## config.mk

```make
export PLATFORM = sky130hd
export DESIGN_NAME = mem_initiator
export DESIGN_NICKNAME = d
export VERILOG_FILES = /design/src/rtl/configure.sv /design/src/rtl/mem_align.sv /design/src/rtl/mem_initiator.sv
export SDC_FILE = /design/constraint.sdc
export NUM_CORES = 1
export LEC_CHECK = 0
export BUFFER_PORTS_ARGS = -buffer_cell sky130_fd_sc_hd__buf_4
export CAP_MARGIN = 10
export CORE_ASPECT_RATIO = 1.1
export CORE_MARGIN = 2
export CORE_UTILIZATION = 25
export DETAILED_ROUTE_END_ITERATION = 16
export GPL_ROUTABILITY_DRIVEN = 0
export MAX_ROUTING_LAYER = met4
export PLACE_DENSITY = 0.45
export SYNTH_ARGS = -nofsm -noshare
export SYNTH_HDL_FRONTEND = slang
export SYNTH_SLANG_ARGS = --single-unit
```

## constraint.sdc

```tcl
create_clock -name clock -period 2.51 [get_ports clock]
set_input_delay 0.251 -clock clock [delete_from_list [all_inputs] [get_ports clock]]
set_output_delay 0.251 -clock clock [all_outputs]
set_load 0.03 [all_outputs]
```

## src/rtl/configure.sv

```systemverilog
// rtl/configure.sv - shared size encodings, FSM states and alignment check for mem_initiator
package configure;

  typedef enum logic [1:0] {
    SIZE_BYTE    = 2'b00,
    SIZE_HALF    = 2'b01,
    SIZE_WORD    = 2'b10,
    SIZE_ILLEGAL = 2'b11
  } size_e;

  typedef enum logic [1:0] {
    ST_IDLE  = 2'b00,
    ST_ISSUE = 2'b01,
    ST_WAIT  = 2'b10
  } state_e;

  // Requests that must be refused without touching the memory bus.
  function automatic logic req_rejected(input logic [1:0] size, input logic [1:0] ofs);
    case (size)
      SIZE_HALF:    return ofs[0];
      SIZE_WORD:    return (ofs != 2'b00);
      SIZE_ILLEGAL: return 1'b1;
      default:      return 1'b0;
    endcase
  endfunction

endpackage

```

## src/rtl/mem_align.sv

```systemverilog
// rtl/mem_align.sv - selects the addressed lane of a load word and sign/zero extends it
module mem_align
  import configure::*;
(
  input  logic [31:0] i_data,
  input  logic [1:0]  i_offset,
  input  logic [1:0]  i_size,
  input  logic        i_unsigned,
  output logic [31:0] o_data
);

  logic [31:0] w_shifted;

  assign w_shifted = i_data >> {i_offset, 3'b000};

  always_comb begin
    o_data = w_shifted;
    case (i_size)
      SIZE_BYTE: o_data = {{24{w_shifted[7] & ~i_unsigned}}, w_shifted[7:0]};
      SIZE_HALF: o_data = {{16{w_shifted[15] & ~i_unsigned}}, w_shifted[15:0]};
      default:   o_data = w_shifted;
    endcase
  end

endmodule

```

## src/rtl/mem_initiator.sv

```systemverilog
// rtl/mem_initiator.sv - turns core load/store requests into single-beat word accesses on a BRAM-style bus
module mem_initiator
  import configure::*;
#(
  parameter int TIMEOUT = 1024
) (
  input  logic        clock,
  input  logic        reset,
  input  logic        req_valid,
  output logic        req_ready,
  input  logic        req_instr,
  input  logic        req_wren,
  input  logic [31:0] req_addr,
  input  logic [31:0] req_wdata,
  input  logic [1:0]  req_size,
  input  logic        req_unsigned,
  output logic        rsp_valid,
  output logic [31:0] rsp_rdata,
  output logic        rsp_error,
  output logic        bram_valid,
  output logic        bram_instr,
  output logic [31:0] bram_addr,
  output logic [31:0] bram_wdata,
  output logic [3:0]  bram_wstrb,
  input  logic [31:0] bram_rdata,
  input  logic        bram_ready
);

  localparam int CW = $clog2(TIMEOUT + 1);

  state_e      r_state;
  state_e      w_next;
  logic        r_instr;
  logic        r_wren;
  logic        r_unsigned;
  logic [1:0]  r_size;
  logic [31:0] r_addr;
  logic [31:0] r_wdata;
  logic [CW-1:0] r_cnt;
  logic        r_rsp_valid;
  logic        r_rsp_error;
  logic [31:0] r_rsp_rdata;

  logic        w_accept;
  logic        w_reject;
  logic        w_done;
  logic        w_timeout;
  logic [31:0] w_load;

  assign w_accept  = req_valid && (r_state == ST_IDLE);
  assign w_reject  = req_rejected(req_size, req_addr[1:0]);
  assign w_done    = (r_state == ST_WAIT) && bram_ready;
  assign w_timeout = (r_state == ST_WAIT) && !bram_ready && (r_cnt == CW'(TIMEOUT - 1));

  mem_align u_align (
    .i_data     (bram_rdata),
    .i_offset   (r_addr[1:0]),
    .i_size     (r_size),
    .i_unsigned (r_unsigned),
    .o_data     (w_load)
  );

  always_comb begin
    w_next = r_state;
    case (r_state)
      ST_IDLE:  if (w_accept && !w_reject) w_next = ST_ISSUE;
      ST_ISSUE: w_next = ST_WAIT;
      ST_WAIT:  if (w_done || w_timeout) w_next = ST_IDLE;
      default:  w_next = ST_IDLE;
    endcase
  end

  always_ff @(posedge clock) begin
    if (reset) begin
      r_state     <= ST_IDLE;
      r_instr     <= 1'b0;
      r_wren      <= 1'b0;
      r_unsigned  <= 1'b0;
      r_size      <= 2'b00;
      r_addr      <= 32'h0;
      r_wdata     <= 32'h0;
      r_cnt       <= '0;
      r_rsp_valid <= 1'b0;
      r_rsp_error <= 1'b0;
      r_rsp_rdata <= 32'h0;
    end else begin
      r_state <= w_next;
      if (w_accept) begin
        r_instr    <= req_instr;
        r_wren     <= req_wren;
        r_unsigned <= req_unsigned;
        r_size     <= req_size;
        r_addr     <= req_addr;
        r_wdata    <= req_wdata;
      end
      if (r_state == ST_ISSUE) begin
        r_cnt <= '0;
      end else if (r_state == ST_WAIT) begin
        r_cnt <= r_cnt + CW'(1);
      end
      r_rsp_valid <= (w_accept && w_reject) || w_done || w_timeout;
      r_rsp_error <= (w_accept && w_reject) || w_timeout;
      r_rsp_rdata <= (w_done && !r_wren) ? w_load : 32'h0;
    end
  end

  assign req_ready  = (r_state == ST_IDLE);
  assign rsp_valid  = r_rsp_valid;
  assign rsp_error  = r_rsp_error;
  assign rsp_rdata  = r_rsp_rdata;
  assign bram_valid = (r_state == ST_ISSUE);
  assign bram_instr = r_instr;
  assign bram_addr  = {r_addr[31:2], 2'b00};

  // Store data and strobes come straight from the latched request, so they stay put until the next accept.
  always_comb begin
    bram_wdata = r_wdata;
    bram_wstrb = 4'b0000;
    case (r_size)
      SIZE_BYTE: begin
        bram_wdata = {4{r_wdata[7:0]}};
        bram_wstrb = 4'b0001 << r_addr[1:0];
      end
      SIZE_HALF: begin
        bram_wdata = {2{r_wdata[15:0]}};
        bram_wstrb = 4'b0011 << {r_addr[1], 1'b0};
      end
      SIZE_WORD: bram_wstrb = 4'b1111;
      default:   bram_wstrb = 4'b0000;
    endcase
    if (!r_wren) bram_wstrb = 4'b0000;
  end

endmodule

```

### After elaboration in Yosys (flattened, before gate mapping)

Index checks and enable logic that the tools add are counted.

* reductions and logical operators: 20
* muxes and demuxes: 8
* bitwise logic cells: 4
* equal/unequal tests: 10
* shift operators: 3
* add/sub/neg operators: 1

Operators with widths (number)
* case mux 32 bit (2 select lines): 2
* >> shifter 32 x 5 -> 32 bit: 1
* case mux 4 bit (3 select lines): 1
* adder 11 x 1 -> 11 bit, second input constant: 1
* == test 11 x 10 -> 1 bit, second input constant: 1
* == test 2 bit, second input constant: 4
* logical AND 1 bit: 7
* == test 2 x 1 -> 1 bit, second input constant: 3
* case mux 2 bit (3 select lines): 1
* logical NOT 2 bit: 2
* logical OR 1 bit: 4
* two-way mux 2 bit: 2
* two-way mux 4 bit: 1
* OR reduction 2 bit: 2
* << shifter 1 x 2 -> 4 bit, first input constant: 1
* << shifter 2 x 2 -> 4 bit, first input constant: 1
* logical NOT 1 bit: 3
* case mux 1 bit (3 select lines): 1
* bitwise AND 1 bit: 2
* inequality test 2 x 1 -> 1 bit, second input constant: 1
* inequality test 2 bit, second input constant: 1
* NOT 1 bit: 2
* AND reduction 2 bit: 1
* nonzero test 2 bit: 1

* output and inout bits: 105
* register bits after elaboration: 116
* logic and storage cells: 57
* input bits: 105

### Depth between registers and ports, before layout

Gate-level depths: netlist of run 1.

* depth after elaboration: 6
* depth in mapped cells: 7
* depth with buffers taken out: 5

### Modules after synthesis

A second synthesis of run 1 with hierarchy kept.

* cell total of the unflattened synthesis: 653
* area, all modules: 5446.5 um^2

Modules (own cells, without submodules)
* mem_initiator: times used 1, cells each 550, sequential area each 2322.2 um^2, area an instance 4678.2 um^2
* mem_align: times used 1, cells each 103, sequential area each 0.0 um^2, area an instance 768.2 um^2

### Least setup slack after synthesis of run 1

Ideal clock, no wire load.

* path type: register to output
* from: reg r_size[0]
* to: out bram_wdata[24]
* path buffers: 2
* slack: 614 ps
* stages on the path, launching flop included: 5
* arrival: 1645 ps
* data required time: 2259 ps
* cells stage by stage: dfxtp_1 buf_2 buf_1 mux2i_1 o21ai_0

* word-level cells in the longest chain between the ends: 2
* elaborated cells between the ends (all ways): 3
* classes of those cells: eq/ne: 1; mux: 1; reduce/logical: 1

Ends and longest elaborated chain
* from (decl): line mem_initiator.sv:36 `logic [1:0] r_size;`
* from (signal assigned): line mem_initiator.sv:92 `r_size <= req_size;`
* == test 2 x 1 -> 1 bit / logical NOT 2 bit (equally long branches): line mem_initiator.sv:119 `case (r_size)`
* case mux 32 bit (2 select lines) (*): line mem_initiator.sv:119
* to (decl): line mem_initiator.sv:23 `output logic [31:0] bram_wdata,`

Mark *: on every way between the ends. The rest lies on a longest branch, timed or not.

### Worst setup path in the final report of run 1

* from: reg r_size[1]
* to: out bram_wdata[13]

The elaborated chain is that of the path after synthesis.

==> run summary, run 1 <==
Area Overhead vs Synth = 40.0%
Slowest-stage cell, CP = nor2_2
fin. max-slew vios = 0
num rows = 55
htree depth = 4
fin nets = 887
Min-Delay Path Class = input port to flip-flop
dpl cells = 1,018
Die W = 142 um
crit share post-route = 83.4%
Final ANT Viol Nets = 0
switching power = 1.56 mW
clk sinks = 116
Slew @ Worst Pin = 0.861 ns
Sw Ratio = 29.2%
initial antenna violation count = 1
total routed wirelength = 16,700 um
pin count of the biggest net entering global routing = 53
wire length per cell = 15.9 um
Vias = 4,712
# setup viols final = 0
status = finished clean
Reg clk slew, reported paths = 0.06 ns
post-synthesis sequential area ratio = 44.5%
pre-CTS setup slack = 0.469 ns
Num CTS Buffers = 17
Post-CTS Setup Repair Bufs = 0
DR DRC count = 0
initial core utilization = 25.5%
Final Worst Setup Slack = 0.416 ns
peak supply drop = 459 uV
maximum clock frequency = 477 MHz
WP data arrival = 1.84 ns
DR vias/cell = 4.48
PD cells = 728 nW/um^2
top cell type's share of synthesized area = 44.5%
Flop pwr share = 37.2%
Crit Path Class = flip-flop to primary output
post-layout min period = 2.09 ns
RSZ-0062 raised after global routing = false
commonest cells after routing, fill and taps aside = buf_4, nand2_1, dfxtp_1, a21oi_1, mux2_2
Crit. End Element = primary output
total core area = 20,500 um^2
setup TNS = 0 ns
layout cells sized above 1 = 38.4%
clk_lat worst skew = 0.42 ns
first-pass GRT wire length = 25,800 um
die height = 156 um
vias in the first global route = 4,756
Cells after Synth = 628
hpwl dp = 12,100 um
Slowest Stage Delay on Critical Path = 0.52 ns
Hold Violations, Final = 0
initial drt markers = 165
power share of the clock group = 46.5%
hold-fix buffers at CTS = 0
synthesized area = 5220 um^2
Leakage = 3.09 nW
worst clock skew = 0.00873 ns
ranking of synthesized cells by area = dfxtp_1, nand2_1, a21oi_1
Relative slew margins = 42.2%
worst path cell trace = nor2_2 > mux2_2 > buf_4
# IOs = 210
Cell variety after synth = 42
Yosys reg bits = 116
die area = 22,100 um^2
critical path launch point type = flip-flop
Yosys top cell by area = dfxtp_1
CP max FO = 11
Total Routing Usage GR = 15.7%
clock root cell = clkbuf_16
internal power = 3.77 mW
number of gates resized after CTS = 0
max_cap viols = 0
CTS tree = done
final cell count without fillers = 1,051
gr ovfl total = 0
DR pass1 iterations = 4
combinational share of power = 16.3%
WP data required = 2.26 ns
Mapped Avg Cell Area = 8.32 um^2
YS warnings = 0
Total Power = 5.32 mW
Max Buffers Root-to-Sink = 2
Port Buf Inserts = 207
most common cell after layout, fill and taps aside = buf_4
[Yosys cell counts]
| cell type | count |
|---|---|
| mux2_4 | 1 |
| and4b_1 | 1 |
| inv_1 | 3 |
| nor3b_1 | 2 |
| buf_4 | 41 |
| buf_2 | 13 |
| a211oi_1 | 7 |
| a21oi_1 | 85 |
| mux2_1 | 1 |
| or3_1 | 2 |
| or4_1 | 1 |
| o22a_1 | 1 |
| a311o_1 | 1 |
| buf_1 | 7 |
| mux2_2 | 32 |
| a21oi_2 | 18 |
| nand3_1 | 1 |
| nand2b_4 | 1 |
| nor2_1 | 27 |
| o21ai_0 | 13 |
| nor4b_1 | 1 |
| nand2_1 | 169 |
| inv_2 | 1 |
| xor2_1 | 4 |
| ha_1 | 1 |
| nand2b_1 | 6 |
| xnor2_1 | 4 |
| a31oi_1 | 1 |
| mux2i_1 | 17 |
| nand4_1 | 3 |
| nand3b_1 | 2 |
| and2_1 | 2 |
| or3b_1 | 1 |
| nor3_1 | 6 |
| clkbuf_1 | 22 |
| o21a_1 | 1 |
| a22oi_1 | 8 |
| and4_1 | 1 |
| buf_6 | 1 |
| a211o_1 | 2 |
| dfxtp_1 | 116 |
| conb_1 | 1 |
[critical path: cells and delay by family, from the launching register on]
family                 cells  cell delay (ns)
and+or+nand+nor            1             0.52
muxes                      1             0.41
DFF                        1             0.32
buffers and inverters      1             0.17
[worst paths after layout]
kind	startpoint	end	slack, ns	depth (start not counted)
max reg2reg	r_size[1]	rsp_rdata[29]	0.62	5
max	r_size[1]	bram_wdata[13]	0.42	3
min	req_addr[19]	r_addr[19]	0.07	3
min reg2reg	r_wdata[17]	r_wdata[17]	0.45	2
[metrics by stage]
stage | instance area [um^2] | utilization (%) | hold WS, ns
final | 7310 | 35.7 | 0.0690
after global routing | 7310 | 35.7 | 0.0639
after CTS | 7310 | 35.6 | 0.0481
after detailed placement | 6710 | 32.7 | 0.444
after global placement | 6710 | 32.7 | 0.440
after floorplan | 5230 | - | 0.387
[routing by layer]
metal	vias up	GRT usage, %	wire length, um	part of all wire, %
met1	2164	18.6	7280	44
met2	164	24.5	7760	47
met3	17	5.89	1390	8.3
met4	0	5.10	248	1.5
met5	-	-	0	0
li1	2367	-	-	-
[cells by family (layout without fill, tap and decap cells)]
kind of cell               Yosys count  after routing  synth area share [%]
and+or+nand+nor                    226            226                  18.0
AOI/OAI and AO/OA                  137            137                  15.5
DFF                                116            116                  44.5
other                                1              3                0.0718
muxes                               51             51                  10.7
adders and majority gates            1              1                 0.239
xor gates and xnor gates             8              8                  1.34
buffers and inverters               88            253                  9.72
[power by group through the flow]
stage | Clock, mW | Sequential, mW | Combinational [mW]
floorplan | 0 | 2.01 | 0.570
global placement | 0 | 2.02 | 0.874
detailed placement | 0 | 2.02 | 0.880
CTS | 2.55 | 1.98 | 0.883
global route | 2.64 | 1.99 | 0.942
finish | 2.48 | 1.98 | 0.868
[sequential cells by signal, summed over array words and instances (netlist names)]
signal,flops
r_size,2
r_state,2
rsp_valid,1
r_wdata,32
rsp_error,1
rsp_rdata,32
r_unsigned,1
r_addr,32
bram_instr,1
r_cnt,11
r_wren,1
[area by class of cell]
| cell class | instances | area [um^2] |
|---|---|---|
| fillers | 2161 | 13200 |
| multi-input cells | 425 | 2400 |
| flip-flops and latches | 116 | 2320 |
| repair buffers | 217 | 1650 |
| clock buffers | 17 | 425 |
| well taps | 256 | 320 |
| clock inverters | 15 | 173 |
| inverters | 4 | 15.0 |
| diodes | 1 | 2.50 |
No activity file was read; power rests on OpenSTA's default activity.
==> run 2, diff against run 1 <==
Clock period 2.51 ns to 2.05 ns, I/O delays scaled along.
==> run summary, run 2 (same netlist as run 1, synthesis figures left out) <==
fin nets = 892 (+0.56%)
first-pass GRT wire length = 25,200 um (-2.5%)
internal power = 4.75 mW (+26%)
Inserted Diodes = 0 (-1)
Slowest Stage Delay on Critical Path = 0.40 ns (-0.12 ns)
wire length per cell = 15.6 um (-1.7%)
Crit Path Class = flip-flop to primary output
initial drt markers = 180 (+9.1%)
CP max FO = 8 (-3)
dpl cells = 1,023 (+0.49%)
Slew @ Worst Pin = 0.800 ns (-0.0610 ns)
gr ovfl total = 0 (unchanged)
GR Util met3 = 6.41% (+0.52 points)
# setup viols final = 0 (unchanged)
Slowest-stage cell, CP = dfxtp_1
met2 usage = 23.3% (-1.2 points)
power share of the clock group = 46.3% (-0.2 points)
Worst R2R Setup Slack = 0.19 ns (-0.43 ns)
Critical R2R Capture = rsp_rdata[16]
die area = 22,100 um^2 (unchanged)
final cell count without fillers = 1,054 (+0.29%)
DR DRC count = 0 (unchanged)
DR pass1 iterations = 4 (unchanged)
cell area after layout = 7370 um^2 (+0.77%)
WP buf/inv = 2 (+1)
critical path launch point type = flip-flop
Min-Delay Path Class = input port to flip-flop
clk_lat worst skew = 0.41 ns (about the same)
crit share post-route = 92.8%
Relative slew margins = 46.3% (+4.1 points)
initial core utilization = 25.5% (unchanged)
hold depth = 3 (unchanged)
Post-CTS Setup Repair Bufs = 0 (unchanged)
RSZ-0062 raised after global routing = false
Final ANT Viol Nets = 0 (unchanged)
total core area = 20,500 um^2 (unchanged)
Leakage = 3.11 nW (+0.85%)
Num CTS Buffers = 17 (unchanged)
post-layout min period = 1.90 ns
Total Power = 6.52 mW (+23%)
peak supply drop = 534 uV (+16%)
clock root cell = clkbuf_16
PD cells = 885 nW/um^2 (+22%)
layout cells sized above 1 = 38.5% (+0.058 points)
Reg clk slew, reported paths = 0.06 ns (about the same)
combinational share of power = 16.5% (+0.2 points)
Port Buf Inserts = 207 (unchanged)
setup TNS = 0 ns (unchanged)
fin. max-slew vios = 0 (unchanged)
initial antenna violation count = 0 (-1)
hpwl dp = 12,200 um (+0.74%)
clk sinks = 116 (unchanged)
Top Family by Delay on Critical Path = flip-flops
Die W = 142 um (unchanged)
Top cell by count, worst path = buf_4
Critical R2R Launch = r_addr[1]
Hold Violations, Final = 0 (unchanged)
worst clock skew = 0.00988 ns (+0.00114 ns)
maximum clock frequency = 526 MHz
# IOs = 210 (unchanged)
htree depth = 4 (unchanged)
status = finished clean
WHS Endpoint = r_addr[20]
worst reg2reg path depth = 4 (-1)
Crit. End Element = primary output
hold_ws = 0.0400 ns (-0.0290 ns)
max_cap viols = 0 (unchanged)
Post-DP Area = 6760 um^2 (+0.75%)
die height = 156 um (unchanged)
switching power = 1.77 mW (+14%)
hold path startpoint = req_addr[20]
WP data arrival = 1.70 ns (-0.14 ns)
Max Buffers Root-to-Sink = 2 (unchanged)
Sw Ratio = 27.2% (-2.1 points)
gr busiest metal = met2
Fillers = 2,173 (+0.56%)
num rows = 55 (unchanged)
commonest cells after routing, fill and taps aside = buf_4, nand2_1, dfxtp_1, a21oi_1, mux2_2
Flop pwr share = 37.2% (about the same)
total routed wirelength = 16,400 um (-1.4%)
Total Routing Usage GR = 15.1% (-0.51 points)
pin count of the biggest net entering global routing = 57 (+7.5%)
WP data required = 1.85 ns (-0.41 ns)
DR vias/cell = 4.51 (+0.56%)
Area Overhead vs Synth = 41.1%
worst path cell trace = nor2_4 > buf_4 > mux2_2 > buf_4
CTS tree = done
grt met1 use = 18.0% (-0.63 points)
Vias = 4,752 (+0.85%)
hold-fix buffers at CTS = 0 (unchanged)
vias in the first global route = 4,664 (-1.9%)
cell depth of the worst setup path = 4 (+1)
most common cell after layout, fill and taps aside = buf_4
-- run 2: worst max-delay path by stage --
stage                    from             end
floorplan           r_size[0]  bram_wdata[24]
global placement    r_addr[1]   rsp_rdata[16]
detailed placement  r_addr[1]   rsp_rdata[16]
CTS                 r_size[0]  bram_wdata[15]
global route        r_size[0]   bram_wstrb[2]
finish              r_size[0]  bram_wdata[13]
-- run 2: metrics by stage --
| stage | utilization (%) | setup slack, ns |
|---|---|---|
| 6_report | 35.9 | 0.148 |
| 3_5_place_dp | 33.0 | 0.183 |
| 3_3_place_gp | 33.0 | 0.271 |
| 4_1_cts | 35.9 | 0.0509 |
| 2_1_floorplan | - | 0.200 |
| 5_1_grt | 35.9 | 0.0309 |
-- run 2: area by class of cell --
type / count / area, um^2 / area share, %
clock buffer: 20 / 447 / 6.06
clock inverter: 11 / 155 / 2.11
inverter: 4 / 15.0 / 0.204
multi-input combinational: 425 / 2410 / 32.6
sequential: 116 / 2320 / 31.5
tap: 256 / 320 / 4.35
timing repair buffer: 222 / 1700 / 23.1
-- run 2: power groups by stage --
stage,sequential [mW],clock [mW],combinational [mW]
final,2.42,3.02,1.08
after detailed placement,2.47,0,1.09
after floorplan,2.46,0,0.698
after global placement,2.47,0,1.08
after global routing,2.44,3.22,1.17
after CTS,2.42,3.10,1.09
-- run 2: repair_timing --
item | 4_1_cts | 5_1_grt
setup endpoints to repair | 8 | 8
gates cloned | 0 | 0
gates resized for setup | 1 | 1
hold endpoints to repair | 0 | 0
-- run 2: worst min-delay path, delay by kind of cell --
| kind | cells | cell delay [ns] |
|---|---|---|
| buffers and inverters | 1 | 0.11 |
| AO/OA/AOI/OAI | 1 | 0.05 |
| AND/OR/NAND/NOR | 1 | 0.04 |
-- run 2: layer usage --
layer  vias to the layer above  share of wire, %  wire length [um]
met5                         -                 0                 0
met4                         0              0.98               161
met3                         8               7.7              1260
met2                       155                47              7720
met1                      2213                44              7310
li1                       2376                 -                 -
==> run 3, diff against run 2 <==
Settings changed: CELL_PAD_IN_SITES_DETAIL_PLACEMENT from default to 0, CELL_PAD_IN_SITES_GLOBAL_PLACEMENT from default to 1, PLACE_DENSITY 0.45 to 0.59.
==> run summary, run 3 (same netlist as run 1, synthesis figures left out) <==
Post-CTS Setup Repair Bufs = 0 (unchanged)
Crit Path Class = flip-flop to primary output
Max Buffers Root-to-Sink = 2 (unchanged)
layout cells sized above 1 = 39.0% (+0.53 points)
max_cap viols = 0 (unchanged)
gr ovfl total = 0 (unchanged)
Fillers = 2,154 (-0.87%)
status = finished clean
GR Util met3 = 6.38% (-0.031 points)
Top Family by Delay on Critical Path = buffers and inverters
# IOs = 210 (unchanged)
Slowest-stage cell, CP = mux2_2
worst clock skew = 0.00977 ns (-0.000109 ns)
PD cells = 891 nW/um^2 (+0.62%)
fin nets = 893 (+0.11%)
hpwl dp = 12,100 um (-0.47%)
post-layout min period = 1.93 ns (+0.0255 ns)
first-pass GRT wire length = 25,300 um (+0.52%)
critical path launch point type = flip-flop
clock root cell = clkbuf_16
Hold Violations, Final = 0 (unchanged)
Inserted Diodes = 0 (unchanged)
pin count of the biggest net entering global routing = 52 (-8.8%)
total routed wirelength = 16,400 um (-0.54%)
cell area after layout = 7370 um^2 (about the same)
met2 usage = 23.8% (+0.42 points)
# setup viols final = 0 (unchanged)
CP max FO = 8 (unchanged)
grt met1 use = 17.7% (-0.29 points)
most common cell after layout, fill and taps aside = buf_4
Slew @ Worst Pin = 0.807 ns (+0.00747 ns)
Total Routing Usage GR = 15.2% (+0.047 points)
Top cell by count, worst path = buf_4
Min-Delay Path Class = input port to flip-flop
vias in the first global route = 4,792 (+2.7%)
DR DRC count = 0 (unchanged)
crit share post-route = 94.0% (+1.2 points)
maximum clock frequency = 519 MHz (-1.3%)
Total Power = 6.56 mW (+0.56%)
clk_lat worst skew = 0.41 ns (about the same)
die height = 156 um (unchanged)
commonest cells after routing, fill and taps aside = buf_4, nand2_1, dfxtp_1, a21oi_1, mux2_2
worst path cell trace = nor2_2 > buf_4 > mux2_2 > buf_4
htree depth = 4 (unchanged)
pre-CTS setup slack = 0.0921 ns (-0.0909 ns)
hold_ws = 0.0376 ns (-0.00241 ns)
DR pass1 iterations = 4 (unchanged)
peak supply drop = 579 uV (+8.5%)
gr busiest metal = met2
total core area = 20,500 um^2 (unchanged)
Port Buf Inserts = 207 (unchanged)
num rows = 55 (unchanged)
initial core utilization = 25.5% (unchanged)
Final ANT Viol Nets = 0 (unchanged)
RSZ-0062 raised after global routing = false
Reg clk slew, reported paths = 0.06 ns (about the same)
setup TNS = 0 ns (unchanged)
Die W = 142 um (unchanged)
hold-fix buffers at CTS = 0 (unchanged)
DR vias/cell = 4.45 (-1.2%)
wire length per cell = 15.5 um (-0.72%)
die area = 22,100 um^2 (unchanged)
CTS tree = done
initial drt markers = 230 (+28%)
initial antenna violation count = 0 (unchanged)
Crit. End Element = primary output
Relative slew margins = 45.8% (-0.50 points)
Final Worst Setup Slack = 0.122 ns (-0.0255 ns)
fin. max-slew vios = 0 (unchanged)
Vias = 4,702 (-1.1%)
Area Overhead vs Synth = 41.0% (about the same)
WP data arrival = 1.72 ns (+0.02 ns)
Post-DP Area = 6760 um^2 (about the same)
WP data required = 1.85 ns (about the same)
clk sinks = 116 (unchanged)
Leakage = 3.11 nW (about the same)
Slowest Stage Delay on Critical Path = 0.36 ns (-0.04 ns)
Num CTS Buffers = 17 (unchanged)
WP buf/inv = 2 (unchanged)
## run 3: changes by cell type in the layout (fill, tap and decap cells not counted), moves of 2 or more
cell      delta
buf_4        +2
clkinv_2     +2
clkbuf_1     -2
inv_6        +2
## run 3: power by group
group          internal [mW]  switching (mW)  leakage, nW
clock                   1.92            1.14        0.282
sequential              2.35          0.0682        0.947
combinational          0.451           0.633         1.89
total                   4.72            1.84         3.11
## run 3: layer usage
metal / vias to the layer above / part of all wire (%)
li1: 2376 / -
met5: - / 0
met4: 0 / 1.5
met1: 2145 / 43
met3: 15 / 9.5
met2: 166 / 46
## run 3: worst register-to-register path, delay by kind of cell (launching register included)
family | cells | cell delay (ns)
AOI/OAI and AO/OA | 2 | 0.41
buffers and inverters | 1 | 0.26
DFF | 1 | 0.41
and+or+nand+nor | 1 | 0.68
## run 3: layout make-up
class                   count  area, um^2  share of cell area (%)
well taps                 256         320                    4.35
clock inverters            15         181                    2.46
repair buffers            223        1700                    23.1
flip-flops and latches    116        2320                    31.5
inverters                   4        15.0                   0.204
clock buffers              17         425                    5.78
multi-input cells         425        2400                    32.6
## run 3: timing repair
action,CTS,global route
setup endpoints to repair,0,22
endpoints found under the hold margin,0,0
resized for setup,0,2
## run 3: path summary, 6_finish.rpt
kind	startpoint	endpoint	slack [ns]	cells past startpoint
max	r_size[1]	bram_wdata[15]	0.12	4
min	req_wdata[19]	r_wdata[19]	0.04	3
max reg2reg	r_addr[1]	rsp_rdata[8]	0.22	4
min reg2reg	r_wdata[16]	r_wdata[16]	0.45	2
## run 3: stage by stage
stage / utilization (%) / instances
after detailed placement: 32.9 / 1024
after CTS: 35.9 / 1056
after global routing: 35.9 / 1056
after global placement: 32.9 / 1024
after floorplan: - / 629
final: 35.9 / 1056
